$ cat config.mk
export PLATFORM = sky130hd
export DESIGN_NAME = chunked_serial_adder
export DESIGN_NICKNAME = d
export VERILOG_FILES = /design/src/rtl/chunked_serial_adder_pkg.sv /design/src/rtl/chunked_serial_adder_chunk_adder.sv /design/src/rtl/chunked_serial_adder.sv
export SDC_FILE = /design/constraint.sdc
export NUM_CORES = 1
export LEC_CHECK = 0
export CORE_MARGIN = 2
export CORE_UTILIZATION = 50
export CTS_CLUSTER_SIZE = 28
export DETAILED_ROUTE_END_ITERATION = 6
export HOLD_SLACK_MARGIN = 0.02
export PLACE_DENSITY_LB_ADDON = 0.25
export SYNTH_ARGS = -nofsm -noshare
export SYNTH_HDL_FRONTEND = slang
export SYNTH_HIERARCHICAL = 1
export SYNTH_SLANG_ARGS = --single-unit
export TNS_END_PERCENT = 100
$ cat constraint.sdc
create_clock -name clk -period 5.5 [get_ports clk]
set_input_delay 0.55 -clock clk [delete_from_list [all_inputs] [get_ports clk]]
set_output_delay 0.55 -clock clk [all_outputs]
set_load 0.03 [all_outputs]
$ cat src/rtl/chunked_serial_adder_pkg.sv
// Shared types and elaboration helpers for chunked_serial_adder.
// Optional feature macro: CHUNKED_ADDER_SIGNED_OVF_EN (adds the ovf output).
package chunked_serial_adder_pkg;

    typedef enum logic [1:0] {
        StIdle,
        StCalc,
        StDone
    } state_e;

    // Counter width for n states; never below one bit so NCHUNK == 1 still has a counter.
    function automatic int unsigned cnt_width(input int unsigned n);
        return (n > 1) ? $clog2(n) : 1;
    endfunction

    // CHUNK must lie in 1..WIDTH and divide WIDTH exactly.
    function automatic bit chunk_legal(input int unsigned width, input int unsigned chunk);
        return (chunk >= 1) && (chunk <= width) && ((width % chunk) == 0);
    endfunction

endpackage

$ cat src/rtl/chunked_serial_adder_chunk_adder.sv
// Combinational CHUNK-bit ripple of full-adder cells. Also exposes the carry into the
// top bit so the parent can derive signed overflow on the final chunk.
module chunk_adder #(
    parameter int unsigned CHUNK = 4
) (
    input  logic [CHUNK-1:0] a_i,
    input  logic [CHUNK-1:0] b_i,
    input  logic             cin_i,
    output logic [CHUNK-1:0] s_o,
    output logic             cout_o,
    output logic             cmsb_o
);

    logic [CHUNK:0] c;

    // Ripple the carry through one full-adder cell per bit.
    always_comb begin
        c    = '0;
        s_o  = '0;
        c[0] = cin_i;
        for (int i = 0; i < int'(CHUNK); i++) begin
            s_o[i]  = a_i[i] ^ b_i[i] ^ c[i];
            c[i+1]  = (a_i[i] & b_i[i]) | (c[i] & (a_i[i] ^ b_i[i]));
        end
    end

    assign cout_o = c[CHUNK];
    assign cmsb_o = c[CHUNK-1];

endmodule

$ cat src/rtl/chunked_serial_adder.sv
// Multi-cycle adder: adds two WIDTH-bit operands CHUNK bits per clock, carrying between
// chunks through a register. valid/ready handshake on both sides, no operation overlap.
// Optional feature macro: CHUNKED_ADDER_SIGNED_OVF_EN (adds the ovf output).
module chunked_serial_adder
    import chunked_serial_adder_pkg::*;
#(
    parameter int unsigned WIDTH = 32,
    parameter int unsigned CHUNK = 4
) (
    input  logic             clk,
    input  logic             rst,
    input  logic             in_valid,
    output logic             in_ready,
    input  logic [WIDTH-1:0] a,
    input  logic [WIDTH-1:0] b,
    input  logic             cin,
    output logic             out_valid,
    input  logic             out_ready,
    output logic [WIDTH-1:0] sum,
    output logic             cout
`ifdef CHUNKED_ADDER_SIGNED_OVF_EN
    ,
    output logic             ovf
`endif
);

    localparam bit              ChunkLegal = chunk_legal(WIDTH, CHUNK);
    localparam int unsigned     NCHUNK     = WIDTH / CHUNK;
    localparam int unsigned     CntW       = cnt_width(NCHUNK);
    localparam logic [CntW-1:0] LastCnt    = CntW'(NCHUNK - 1);
    localparam logic [WIDTH-1:0] ChunkMask = WIDTH'({CHUNK{1'b1}});

    if (!ChunkLegal) begin : g_bad_chunk
        $error("chunked_serial_adder: CHUNK must be in 1..WIDTH and divide WIDTH");
    end

    state_e           state_q;
    logic [WIDTH-1:0] a_q;
    logic [WIDTH-1:0] b_q;
    logic [WIDTH-1:0] sum_q;
    logic [CntW-1:0]  cnt_q;
    logic             carry_q;
    logic             cout_q;
    logic             in_ready_q;
    logic             out_valid_q;

    logic [31:0]      base;
    logic [CHUNK-1:0] a_chunk;
    logic [CHUNK-1:0] b_chunk;
    logic [CHUNK-1:0] chunk_s;
    logic             chunk_cout;
    logic             chunk_cmsb;

    // Select the operand slice for the chunk currently being added.
    always_comb begin
        base    = 32'(cnt_q) * CHUNK;
        a_chunk = CHUNK'(a_q >> base);
        b_chunk = CHUNK'(b_q >> base);
    end

    chunk_adder #(
        .CHUNK (CHUNK)
    ) u_chunk_adder (
        .a_i    (a_chunk),
        .b_i    (b_chunk),
        .cin_i  (carry_q),
        .s_o    (chunk_s),
        .cout_o (chunk_cout),
        .cmsb_o (chunk_cmsb)
    );

`ifdef CHUNKED_ADDER_SIGNED_OVF_EN
    logic ovf_q;

    // Signed overflow is taken from the top bit's carries on the final chunk only.
    always_ff @(posedge clk) begin
        if (rst) begin
            ovf_q <= 1'b0;
        end else if (state_q == StCalc && cnt_q == LastCnt) begin
            ovf_q <= chunk_cmsb ^ chunk_cout;
        end
    end

    assign ovf = ovf_q;
`else
    logic unused_cmsb;
    assign unused_cmsb = chunk_cmsb;
`endif

    // Control FSM with registered handshake outputs and the chunked datapath.
    always_ff @(posedge clk) begin
        if (rst) begin
            state_q     <= StIdle;
            a_q         <= '0;
            b_q         <= '0;
            sum_q       <= '0;
            cnt_q       <= '0;
            carry_q     <= 1'b0;
            cout_q      <= 1'b0;
            in_ready_q  <= 1'b1;
            out_valid_q <= 1'b0;
        end else begin
            unique case (state_q)
                StIdle: begin
                    if (in_valid && in_ready_q) begin
                        a_q        <= a;
                        b_q        <= b;
                        carry_q    <= cin;
                        cnt_q      <= '0;
                        sum_q      <= '0;
                        in_ready_q <= 1'b0;
                        state_q    <= StCalc;
                    end
                end
                StCalc: begin
                    sum_q   <= (sum_q & ~(ChunkMask << base)) | (WIDTH'(chunk_s) << base);
                    carry_q <= chunk_cout;
                    cnt_q   <= cnt_q + 1'b1;
                    if (cnt_q == LastCnt) begin
                        cout_q      <= chunk_cout;
                        out_valid_q <= 1'b1;
                        state_q     <= StDone;
                    end
                end
                StDone: begin
                    // in_ready stays low through the handshake cycle: no overlap.
                    if (out_ready) begin
                        out_valid_q <= 1'b0;
                        in_ready_q  <= 1'b1;
                        state_q     <= StIdle;
                    end
                end
                default: begin
                    state_q <= StIdle;
                end
            endcase
        end
    end

    assign in_ready  = in_ready_q;
    assign out_valid = out_valid_q;
    assign sum       = sum_q;
    assign cout      = cout_q;

endmodule

## Yosys cells after proc, flatten, opt, wreduce, memory -nomap -nowiden

Index checks and enable logic that the tools add are counted.

- Bits in latches: 0
- Register bits: 105
- Input port bits: 69
- Memory bits (read-only): 0
- Memories: 0
- RAM bits: 0

- Bitwise logic cells: 23
- Eq/ne operators: 6
- Multiplexer cells: 16
- Multiply operators: 0
- Shift operators: 4
- Divide/modulo/power cells: 0
- Magnitude comparators: 0
- $add $sub $neg: 1
- Reductions and logical operators: 11

Operators with widths:

| kind | number |
|---|---|
| 32-bit one-hot mux with 2 select lines | 1 |
| 32-bit by 5-bit >> shifter with 4-bit output | 2 |
| 32-bit AND | 1 |
| 32-bit 2-to-1 mux | 1 |
| 32-bit inverter | 1 |
| 32-bit bitwise OR | 1 |
| 4-bit by 5-bit << shifter with 32-bit output | 1 |
| 4-bit by 5-bit << shifter with 32-bit output, first input constant | 1 |
| 3-bit AND reduction | 3 |
| 1-bit AND | 8 |
| 1-bit XOR | 8 |
| 2-bit 2-to-1 mux | 3 |
| 2-bit inequality test, second input constant | 3 |
| 1-bit one-hot mux with 2 select lines | 3 |
| 2-bit one-hot mux with 3 select lines | 1 |
| 3-bit one-hot mux with 2 select lines | 1 |
| 2-bit AND reduction | 3 |
| 2-bit nonzero test | 3 |
| 1-bit 2-to-1 mux | 5 |
| 1-bit bitwise OR | 4 |
| 3-bit by 1-bit adder with 3-bit output, second input constant | 1 |
| 3-bit == test, second input constant | 1 |
| 3-bit 2-to-1 mux | 1 |
| 2-bit by 1-bit == test with 1-bit output, second input constant | 1 |
| other kinds (3) | 3 |

## Depth between registers and ports, before layout

Gate-level depths: netlist of run 1.

- Word-level depth: 12
- Mapped depth: 14
- Gate-level depth less buffers: 12

## Modules after synthesis

The synthesis of run 1 kept the hierarchy.

Modules (own cells, without submodules):

| module | cells each | area each (um^2) | instances | sequential area each (um^2) |
|---|---|---|---|---|
| chunked_serial_adder | 538 | 4506.8 | 1 | 2102.0 |
| chunk_adder | 12 | 110.1 | 1 | 0.0 |

## Least setup slack after synthesis of run 1

OpenSTA, ideal clock, no wires.

- Path type: register to register
- Start point: register cnt_q[0]
- End point: register sum_q[31], in the netlist sum[31]
- Clock period less this slack: 3092 ps
- Data required time: 5383 ps
- Setup time: 117 ps
- Data arrival time: 2975 ps
- Setup slack: 2408 ps
- Cell stages (with the launch flop): 14
- Path buffers: 2
- Cell sequence: dfxtp_1 > buf_2 > buf_6 > mux4_2 > nand2_1 > nand2_1 > fa_1 > inv_1 > fa_1 > fa_1 > inv_1 > fa_1 > and4b_1 > a22o_1

- Cells in the longest elaborated chain, start to end: 12
- Elaborated cells on any way between the ends: 22
- Classes of those cells: 4 x shift; 1 x mux; 17 x bitwise

Ends and longest elaborated chain:

| item | RTL line | source |
|---|---|---|
| start: declaration | chunked_serial_adder.sv:41 | `logic [CntW-1:0] cnt_q;` |
| start signal: assignment | chunked_serial_adder.sv:118 | `cnt_q <= cnt_q + 1'b1;` |
| 32-bit by 5-bit >> shifter with 4-bit output * | chunked_serial_adder.sv:57 | `a_chunk = CHUNK'(a_q >> base);` |
| named net a_chunk[0] | chunked_serial_adder.sv:48 | `logic [CHUNK-1:0] a_chunk;` |
| 1-bit XOR | chunked_serial_adder_chunk_adder.sv:23 | `c[i+1] = (a_i[i] & b_i[i]) \| (c[i] & (a_i[i] ^ b_i[i]));` |
| 1-bit AND | chunked_serial_adder_chunk_adder.sv:23 |  |
| 1-bit bitwise OR * | chunked_serial_adder_chunk_adder.sv:23 |  |
| 1-bit AND * | chunked_serial_adder_chunk_adder.sv:23 |  |
| 1-bit bitwise OR * | chunked_serial_adder_chunk_adder.sv:23 |  |
| 1-bit AND * | chunked_serial_adder_chunk_adder.sv:23 |  |
| 1-bit bitwise OR * | chunked_serial_adder_chunk_adder.sv:23 |  |
| named net chunk_cmsb | chunked_serial_adder.sv:52 | `logic chunk_cmsb;` |
| 1-bit XOR * | chunked_serial_adder_chunk_adder.sv:22 | `s_o[i] = a_i[i] ^ b_i[i] ^ c[i];` |
| named net chunk_s[3] | chunked_serial_adder.sv:50 | `logic [CHUNK-1:0] chunk_s;` |
| 4-bit by 5-bit << shifter with 32-bit output * | chunked_serial_adder.sv:116 | `sum_q <= (sum_q & ~(ChunkMask << base)) \| (WIDTH'(chunk_s) << base);` |
| 32-bit bitwise OR * | chunked_serial_adder.sv:116 |  |
| 32-bit one-hot mux with 2 select lines * | chunked_serial_adder.sv:103 | `unique case (state_q)` |
| end signal: assignment | chunked_serial_adder.sv:116 |  |
| end: declaration | chunked_serial_adder.sv:40 | `logic [WIDTH-1:0] sum_q;` |

Mark *: on every way through the listed nets, which the timed path passes. The rest lies on a longest branch.
A chain may end at the register's enable or synchronous reset.

## Worst setup path in the final report of run 1

- Start point: register cnt_q[0]
- End point: register sum_q[27], in the netlist sum[27]

Same word-level chain as after synthesis.

==> results by stage, run 1 <==
Outcome:
- The flow ran to the end, and the final reports show no timing, DRC or antenna violations.

Global routing:
- The first global-routing pass estimated 17550 um of wire.
- The number of global-route vias before repair came to 3772.
- The global router's overall resource usage is 21.93%.
- The pin count of the biggest net entering global routing is 80.
- After global routing the overflow that remains totals 0.
- The number of antenna violations at the first check in global routing was 0.

Finish:
- The antenna diode count is 0.
- The area of all placed cells without fillers is 5822 um2.
- The net count of the finished layout is 707.
- Leaving out fill and tap cells, the most frequent cell in the layout is sky130_fd_sc_hd__nand2_1.
- The relative area change from synthesis to final layout is 26.10%.
- The utilization after layout is 63.91%.
- The number of filler cells placed in the layout is 825.
- The library cells used most frequently in the layout, excluding fill and tap cells, are sky130_fd_sc_hd__nand2_1 (206), sky130_fd_sc_hd__dfxtp_1 (105), sky130_fd_sc_hd__clkdlybuf4s50_1 (102).
- The post-route netlist has 7.278% of its cells at a drive strength greater than 1.

Timing:
- The final critical path takes up between 60% and 70% of the cycle.
- Setup repair after global routing left no endpoint under its margin.
- The highest achievable clock rate is 270.1 MHz.
- The number of endpoints failing setup at the final stage is 0.
- The final count of hold timing violations was 0.
- Summed over all failing endpoints, the final setup total negative slack is 0 ns.
- The relative slew slack is between 20% and 30%.
- The worst path in the final design needs a cycle of ~3.7 ns, including I/O delays and setup.
- The max-slew violation total from the final report came to 0.
- The transition time at the pin with the least slew margin is 1.166 ns.
- The clock arrives with 0.01114 ns of skew.

Yosys:
- The average cell area after synthesis is around 8.4 um2.
- Of the post-synthesis cell area, the dominant cell type holds 45.53%.
- The cell taking the most area after synthesis is sky130_fd_sc_hd__dfxtp_1.
- By area the synthesized netlist is led by sky130_fd_sc_hd__dfxtp_1 (46%), sky130_fd_sc_hd__nand2_1 (17%), sky130_fd_sc_hd__a21oi_1 (8.6%), sky130_fd_sc_hd__mux4_2 (7.8%), sky130_fd_sc_hd__o21ai_0 (3.0%).
- Synthesis handed over a netlist of 550 instances.
- Synthesis instantiated 37 different standard cells from the library.
- The post-synthesis instance area is 4617 um2.
- After synthesis the netlist holds a flip-flop and latch count of ~110.
- The sequential element share of the synthesized area is 45.53%.
- The most frequently used flop master after synthesis is sky130_fd_sc_hd__dfxtp_1.
- The number of nets in the synthesized netlist is 630.
- Of all flip-flops after synthesis, the portion carrying an async set or reset was 0%.
- The synthesized design contains 0 enable-type register cells.
- The Yosys step of the flow raised 6 warnings.

Die:
- The total die area is 10020 um2.
- The total core area is 9109 um2.
- The effective utilization at floorplan is 50.69%.
- The y dimension of the die is 100.1 um.
- Measured along the x axis, the die boundary spans 100.1 um.
- The site row count is 35.
- The top-level I/O count is 104.

Pwr:
- The clock network fraction of total power is roughly 33%.
- Combinational logic burns 14.2% of the power.
- VDD sags by at most approximately 0.17 mV.
- For this design the ratio of total power to cell area is 266.7 nW/um2.
- The static power due to leakage is 0.002107 uW.
- The net switching fraction of the power is a little over a quarter.
- Per report_power, the sequential group accounts for a little over half of the total.
- The net load switching power is between 400 and 500 uW.
- The internal power contribution is 1141 uW.

Setup path:
- For the worst setup path, the data arrival time is ~4.0 ns.
- For the worst setup path, the data required time is 5.79 ns.
- The worst setup path is captured at a flip-flop.
- In this run the worst path has a maximum fanout of 20.
- The critical path startpoint category is a flip-flop.
- The type of the setup path with the least slack is flip-flop to flip-flop.

CTS:
- The TritonCTS clock tree is built.
- CTS saw 105 sinks.
- The H-tree generated during clock tree synthesis spans 3 levels.
- After clock tree synthesis, the flow added hold-fix buffers numbering 0.
- Clock tree synthesis inserted a total of 9 buffers.
- The number of resized instances in the post-cts repair step is 0.
- After clock tree synthesis, the clock-pin slew on the worst setup and hold paths is 0.10 ns.
- The maximum number of buffers from clock root to sink is 2.
- The tree is rooted in a sky130_fd_sc_hd__clkbuf_8.
- Once the clock tree was built, the setup fixing pass inserted 0 buffers.
- At the later pin of the worst-skew pair, clock insertion delay measures ~0.37 ns.

Worst hold path:
- In this run the worst hold path is classified as flip-flop to flip-flop.

Route:
- The number of antenna-violating nets in the routed design is 0.
- The via count of the routed design is 4002.
- The average detailed-routed wire length per instance is approximately 14 um.
- In the routed design, unresolved DRC markers number 0.
- The routed design has about 11000 um of wire.
- The ratio of routed vias to standard cells is 5.386.
- The initial detailed-routing violation count is roughly 200.
- The number of detailed-route iterations in the first pass is 4.

Place:
- The final weighted congestion of routability-driven global placement is 0.7827.
- The HPWL reported at the end of detailed placement is 7469 um.
- Port buffering added 103 buffers.
- Once placement finished, the instance area stood at 5609 um2.

Run:
- Max-cap violations in this run came to 0.
## worst paths after layout
| kind | startpoint | to | slack [ns] | depth (start not counted) |
|---|---|---|---|---|
| setup / recovery | cnt_q[0] | sum[27] | 1.80 | 12 |
| hold / removal | b_q[30] | b_q[30] | 0.46 | 2 |
| setup reg to reg | cnt_q[0] | sum[27] | 1.80 | 12 |
| hold reg to reg | b_q[30] | b_q[30] | 0.46 | 2 |
## synth_stat cells (5+ instances only)
master / count
sky130_fd_sc_hd__o21ai_0: 28
sky130_fd_sc_hd__inv_1: 15
sky130_fd_sc_hd__clkbuf_1: 11
sky130_fd_sc_hd__ha_1: 7
sky130_fd_sc_hd__buf_2: 13
sky130_fd_sc_hd__a21oi_1: 79
sky130_fd_sc_hd__and4b_1: 5
sky130_fd_sc_hd__buf_4: 10
sky130_fd_sc_hd__mux4_2: 16
sky130_fd_sc_hd__dfxtp_1: 105
sky130_fd_sc_hd__nand2_1: 206
sky130_fd_sc_hd__buf_1: 5
sky130_fd_sc_hd__nand3_1: 6
## cells by family (layout without fill, tap and decap cells)
logic type | after synthesis | count (layout) | share of synthesized area (%)
simple gates | 243 | 243 | 23.41
buf+inv | 56 | 138 | 5.881
compound gates | 119 | 119 | 13.74
flops | 105 | 105 | 45.53
mux | 16 | 16 | 7.805
fa+ha+maj | 11 | 11 | 3.631
## worst max-delay path, cell delays in order, from the launching register on
cell                      delay [ns]
sky130_fd_sc_hd__dfxtp_1        0.99
sky130_fd_sc_hd__mux4_2         0.60
sky130_fd_sc_hd__nand2_1        0.08
sky130_fd_sc_hd__nand2_1        0.09
sky130_fd_sc_hd__fa_1           0.41
sky130_fd_sc_hd__inv_1          0.08
sky130_fd_sc_hd__fa_1           0.18
sky130_fd_sc_hd__fa_1           0.16
sky130_fd_sc_hd__inv_1          0.05
sky130_fd_sc_hd__fa_1           0.53
sky130_fd_sc_hd__and4b_1        0.30
sky130_fd_sc_hd__nand2_1        0.06
sky130_fd_sc_hd__o21ai_0        0.10
## metrics by stage
| step | instances | hold WS (ns) | setup WS, ns | total power (uW) |
|---|---|---|---|---|
| 2_1_floorplan | 550 | 0.4331 | 2.408 | 978.2 |
| 5_1_grt | 743 | 0.4765 | 1.544 | 1616 |
| 3_5_place_dp | 727 | 0.4488 | 1.828 | 1062 |
| 4_1_cts | 743 | 0.4637 | 1.807 | 1555 |
| 3_3_place_gp | 727 | 0.4392 | 1.880 | 1056 |
| 6_report | 743 | 0.4612 | 1.798 | 1552 |
## cell type report
cell class / count / area [um2] / share of cell area, %
clock buffer: 11 / 151.4 / 2.600
inverter: 16 / 60.06 / 1.032
clock inverter: 5 / 61.31 / 1.053
timing repair buffer: 106 / 1049 / 18.01
multi-input combinational: 389 / 2260 / 38.81
tap: 111 / 138.9 / 2.386
sequential: 105 / 2102 / 36.11
## state kept, by name, indices dropped and copies added (netlist names)
register   flops
cnt_q          3
a_q           32
carry_q        1
state_q        2
b_q           32
cout           1
in_ready       1
sum           32
out_valid      1
## metal layers
| metal | track usage, % | wire, um | vias to the layer above |
|---|---|---|---|
| met2 | 39.03 | 5383 | 119 |
| met5 | 0 | 0 | - |
| met3 | 4.805 | 549 | 11 |
| li1 | - | - | 1985 |
| met1 | 26.85 | 4593 | 1887 |
| met4 | 6.112 | 128 | 0 |
## power groups by stage
stage | Clock (uW) | Combinational (uW) | Sequential, uW
after global placement | 0 | 216 | 840
final | 508 | 220 | 825
after global routing | 541 | 245 | 830
after detailed placement | 0 | 220 | 842
after floorplan | 0 | 148 | 830
after CTS | 509 | 220 | 825
Power figures use the tool's default switching activity.
==> inputs of run 2 (changes only) <==
Settings changed: CORE_UTILIZATION 50 to 45.
Clock period 5.5 ns to 3.3 ns, I/O delays scaled along.
==> run 2 against run 1 <==
Cell count grew 4.2%. Via count shrank 2.0%. Hold slack lost 0.043 ns. Utilization shrank 3.8 points. Sequential cell count is the same. Count of clock-buffer cells in the layout is the same. Clock skew shrank 0.0021 ns. Register-to-register slack lost 1.5 ns. Sequential power grew 65%. Die area grew 11%. Worst setup slack lost 1.5 ns.
==> results by stage, run 2 (same netlist as run 1, synthesis figures left out) <==
Route:
- The ratio of routed vias to standard cells is 5.068 (was 5.386).
- The number of antenna-violating nets in the routed design was 0 (unchanged).
- The highest signal layer in the routed design is met4 (unchanged).
- The initial detailed-routing violation count is 178 (was 203).
- The average detailed-routed wire length per instance was 13.74 um (was 14.34 um).
- The DRC violations left was 0 (unchanged).
- The via count of the routed design is 3923 (was 4002).
- The number of detailed-route iterations in the first pass came to 5 (was 4).
- The detailed-route wire length on metal 1 was 4719 um (was 4593 um).
- The total met3 wirelength after detailed routing was 463 um (was 549 um).
- The final wirelength is 10640 um (was 10650 um).
- The amount of wire on met2 after detailed routing is 5313 um (was 5383 um).

CTS:
- The TritonCTS clock tree is built (unchanged).
- The later-pin clock latency in the skew report was 0.37 ns (about the same).
- The cts-stage hold buffer count is 0 (unchanged).
- The clock-pin slew on the worst setup and hold paths was 0.09 ns (was 0.10 ns).
- The clock net sink count came to 105 (unchanged).
- The number of levels in the clock H-tree is 3 (unchanged).
- The CTS buffer count is 9 (unchanged).
- The maximum number of buffers from clock root to sink is 2 (unchanged).
- The clock tree root driver cell is sky130_fd_sc_hd__clkbuf_8 (unchanged).

Finish:
- The relative area change from synthesis to final layout is 28.51% (was 26.10%).
- The antenna diode count is 0 (unchanged).
- The number of filler cells placed in the layout is 868 (was 825).
- The proportion of layout cells with a drive suffix above 1 came to 8.580% (was 7.278%).
- The most common library cell in the layout ignoring fill and taps is sky130_fd_sc_hd__nand2_1 (unchanged).
- The footprint of the multi-input gates came to 2260 um2 (unchanged).
- The net count of the finished layout is 717 (was 707).
- The area of all sequential standard cells is 2103 um2 (was 2102 um2).
- Most frequent cells in the layout: sky130_fd_sc_hd__nand2_1 (206), sky130_fd_sc_hd__dfxtp_1 (104), sky130_fd_sc_hd__clkdlybuf4s50_1 (102) (was sky130_fd_sc_hd__nand2_1 (206), sky130_fd_sc_hd__dfxtp_1 (105), sky130_fd_sc_hd__clkdlybuf4s50_1 (102)).

Timing:
- The total negative setup slack is 0 ns (unchanged).
- The max-slew violation total from the final report is 0 (unchanged).
- The final count of hold timing violations came to 0 (unchanged).
- The clock tree skew after final layout is 0.009077 ns (was 0.01114 ns).
- The smallest hold slack is 0.4179 ns (was 0.4612 ns).
- The highest achievable clock rate came to 329.2 MHz (was 270.1 MHz).
- The transition time at the pin with the least slew margin is 0.6112 ns (was 1.166 ns).
- The number of endpoints failing setup at the final stage came to 0 (unchanged).
- The relative slew slack is 59.07% (was 22.24%).
- RSZ-0062 raised after global routing: false (unchanged).
- The post-layout minimum cycle time is 3.037 ns (was 3.702 ns).
- The final clock period utilization by the worst path is 92.04% (was 67.30%).

Setup path:
- The critical path startpoint category is a flip-flop (unchanged).
- The type of the setup path with the least slack is flip-flop to flip-flop (unchanged).
- The type of element capturing the critical path was a flip-flop (unchanged).
- The delay contributed by the slowest stage of the critical path was 0.52 ns (was 0.99 ns).
- The data required time of the worst path was 3.59 ns (was 5.79 ns).
- Crit path cell chain: mux4_2 -> nand2_1 -> nand2_1 -> fa_1 -> inv_1 -> fa_1 -> fa_1 -> inv_1 -> fa_1 -> and4b_1 -> nand2_1 -> o21ai_0 (unchanged).
- The arrival time of data at the critical path endpoint was 3.33 ns (was 3.99 ns).
- The largest driver fanout on the critical path is 7 (was 20).
- The dominant cell type by count on the critical path is sky130_fd_sc_hd__fa_1 (unchanged).
- The cell type of the slowest stage on the worst timing path is sky130_fd_sc_hd__mux4_2 (was sky130_fd_sc_hd__dfxtp_1).

Place:
- The number of port buffers was 103 (unchanged).
- The HPWL reported at the end of detailed placement is 7857 um (was 7469 um).
- The final weighted congestion of routability-driven global placement is 0.8821 (was 0.7827).

Die:
- The total die area is 11090 um2 (was 10020 um2).
- The top-level I/O count is 104 (unchanged).
- The y dimension of the die is 105.3 um (was 100.1 um).
- The site row count is 36 (was 35).
- The effective utilization at floorplan is 46.80% (was 50.69%).
- The die width is 105.3 um (was 100.1 um).
- The total core area is 9864 um2 (was 9109 um2).

Pwr:
- The power density over cell area is 428.7 nW/um2 (was 266.7 nW/um2).
- The worst-case vdd ir drop is 0.2379 mV (was 0.1728 mV).
- The static power due to leakage is 0.002147 uW (was 0.002107 uW).

Global routing:
- The number of antenna violations at the first check in global routing is 0 (unchanged).
- The global route total overflow is 0 (unchanged).
- The number of global-route vias before repair was 3837 (was 3772).
- The pin count of the biggest net entering global routing is 67 (was 80).
- The global-route wire length before repair is 17860 um (was 17550 um).
- The global router's overall resource usage is 19.76% (was 21.93%).

Run:
- The max-capacitance violation count came to 0 (unchanged).

Worst hold path:
- The worst hold-check path type was input pin to flip-flop (was flip-flop to flip-flop).

Outcome:
- Outcome: finished, final reports clean (unchanged).
-- run 2: changes by cell type in the layout (fill, tap and decap cells not counted) --
cell / previous run / this run
sky130_fd_sc_hd__clkinv_2: 1 / 0
sky130_fd_sc_hd__clkbuf_8: 11 / 10
sky130_fd_sc_hd__clkinvlp_4: 0 / 2
sky130_fd_sc_hd__dfxtp_1: 105 / 104
sky130_fd_sc_hd__buf_4: 3 / 11
sky130_fd_sc_hd__inv_6: 2 / 0
sky130_fd_sc_hd__dfxtp_2: 0 / 1
sky130_fd_sc_hd__clkbuf_1: 0 / 1
sky130_fd_sc_hd__buf_12: 0 / 2
-- run 2: stage by stage --
step                      power, uW  cells  util, %  worst slack [ns]  area [um2]
after floorplan                1630    550        -            0.2084        4617
after global placement         1774    759    58.16            0.2192        5737
after detailed placement       1785    759    58.16            0.1554        5737
after CTS                      2558    774    60.13            0.1359        5932
after global routing           2665    774    60.15           0.01173        5933
final                          2544    774    60.15            0.2628        5933
-- run 2: final timing paths --
path | startpoint | endpoint | slack, ns | cells past startpoint
setup / recovery | cnt_q[0] | sum[27] | 0.26 | 12
hold / removal | rst | out_valid | 0.42 | 2
setup reg to reg | cnt_q[0] | sum[27] | 0.26 | 12
hold reg to reg | a_q[18] | a_q[18] | 0.46 | 2
-- run 2: area by class of cell --
cell class              count  area share [%]
clock buffers              11           2.383
clock inverters             4          0.9068
repair buffers            116           19.36
inverters                  16           1.012
well taps                 133           2.805
multi-input cells         389           38.09
flip-flops and latches    105           35.45
-- run 2: critical path: cells and delay by family (launching register included) --
family,cells,cell delay [ns]
AOI/OAI and AO/OA,1,0.10
adders and majority gates,4,1.27
buffers and inverters,2,0.12
DFF,1,0.44
muxes,1,0.52
and+or+nand+nor,4,0.50
-- run 2: timing repair --
| item | CTS | global route |
|---|---|---|
| setup endpoints to repair | 0 | 8 |
| gates resized for setup | 0 | 1 |
| hold endpoints to repair | 0 | 0 |
| setup buffers | 0 | 0 |
-- run 2: report_power, final --
group / switching (uW) / internal, uW / total [uW] / leakage, uW
logic: 202 / 191 / 392 / 0.00120
registers: 35.3 / 1330 / 1360 / 0.000855
clock network: 422 / 369 / 791 / 0.0000916
total: 659 / 1880 / 2540 / 0.00215
-- run 2: per-layer routing --
metal  vias to the layer above  GRT usage [%]
li1                       2002              -
met1                      1811          25.85
met2                        98          33.41
met3                        12          2.907
met4                         0          6.762
met5                         -              0
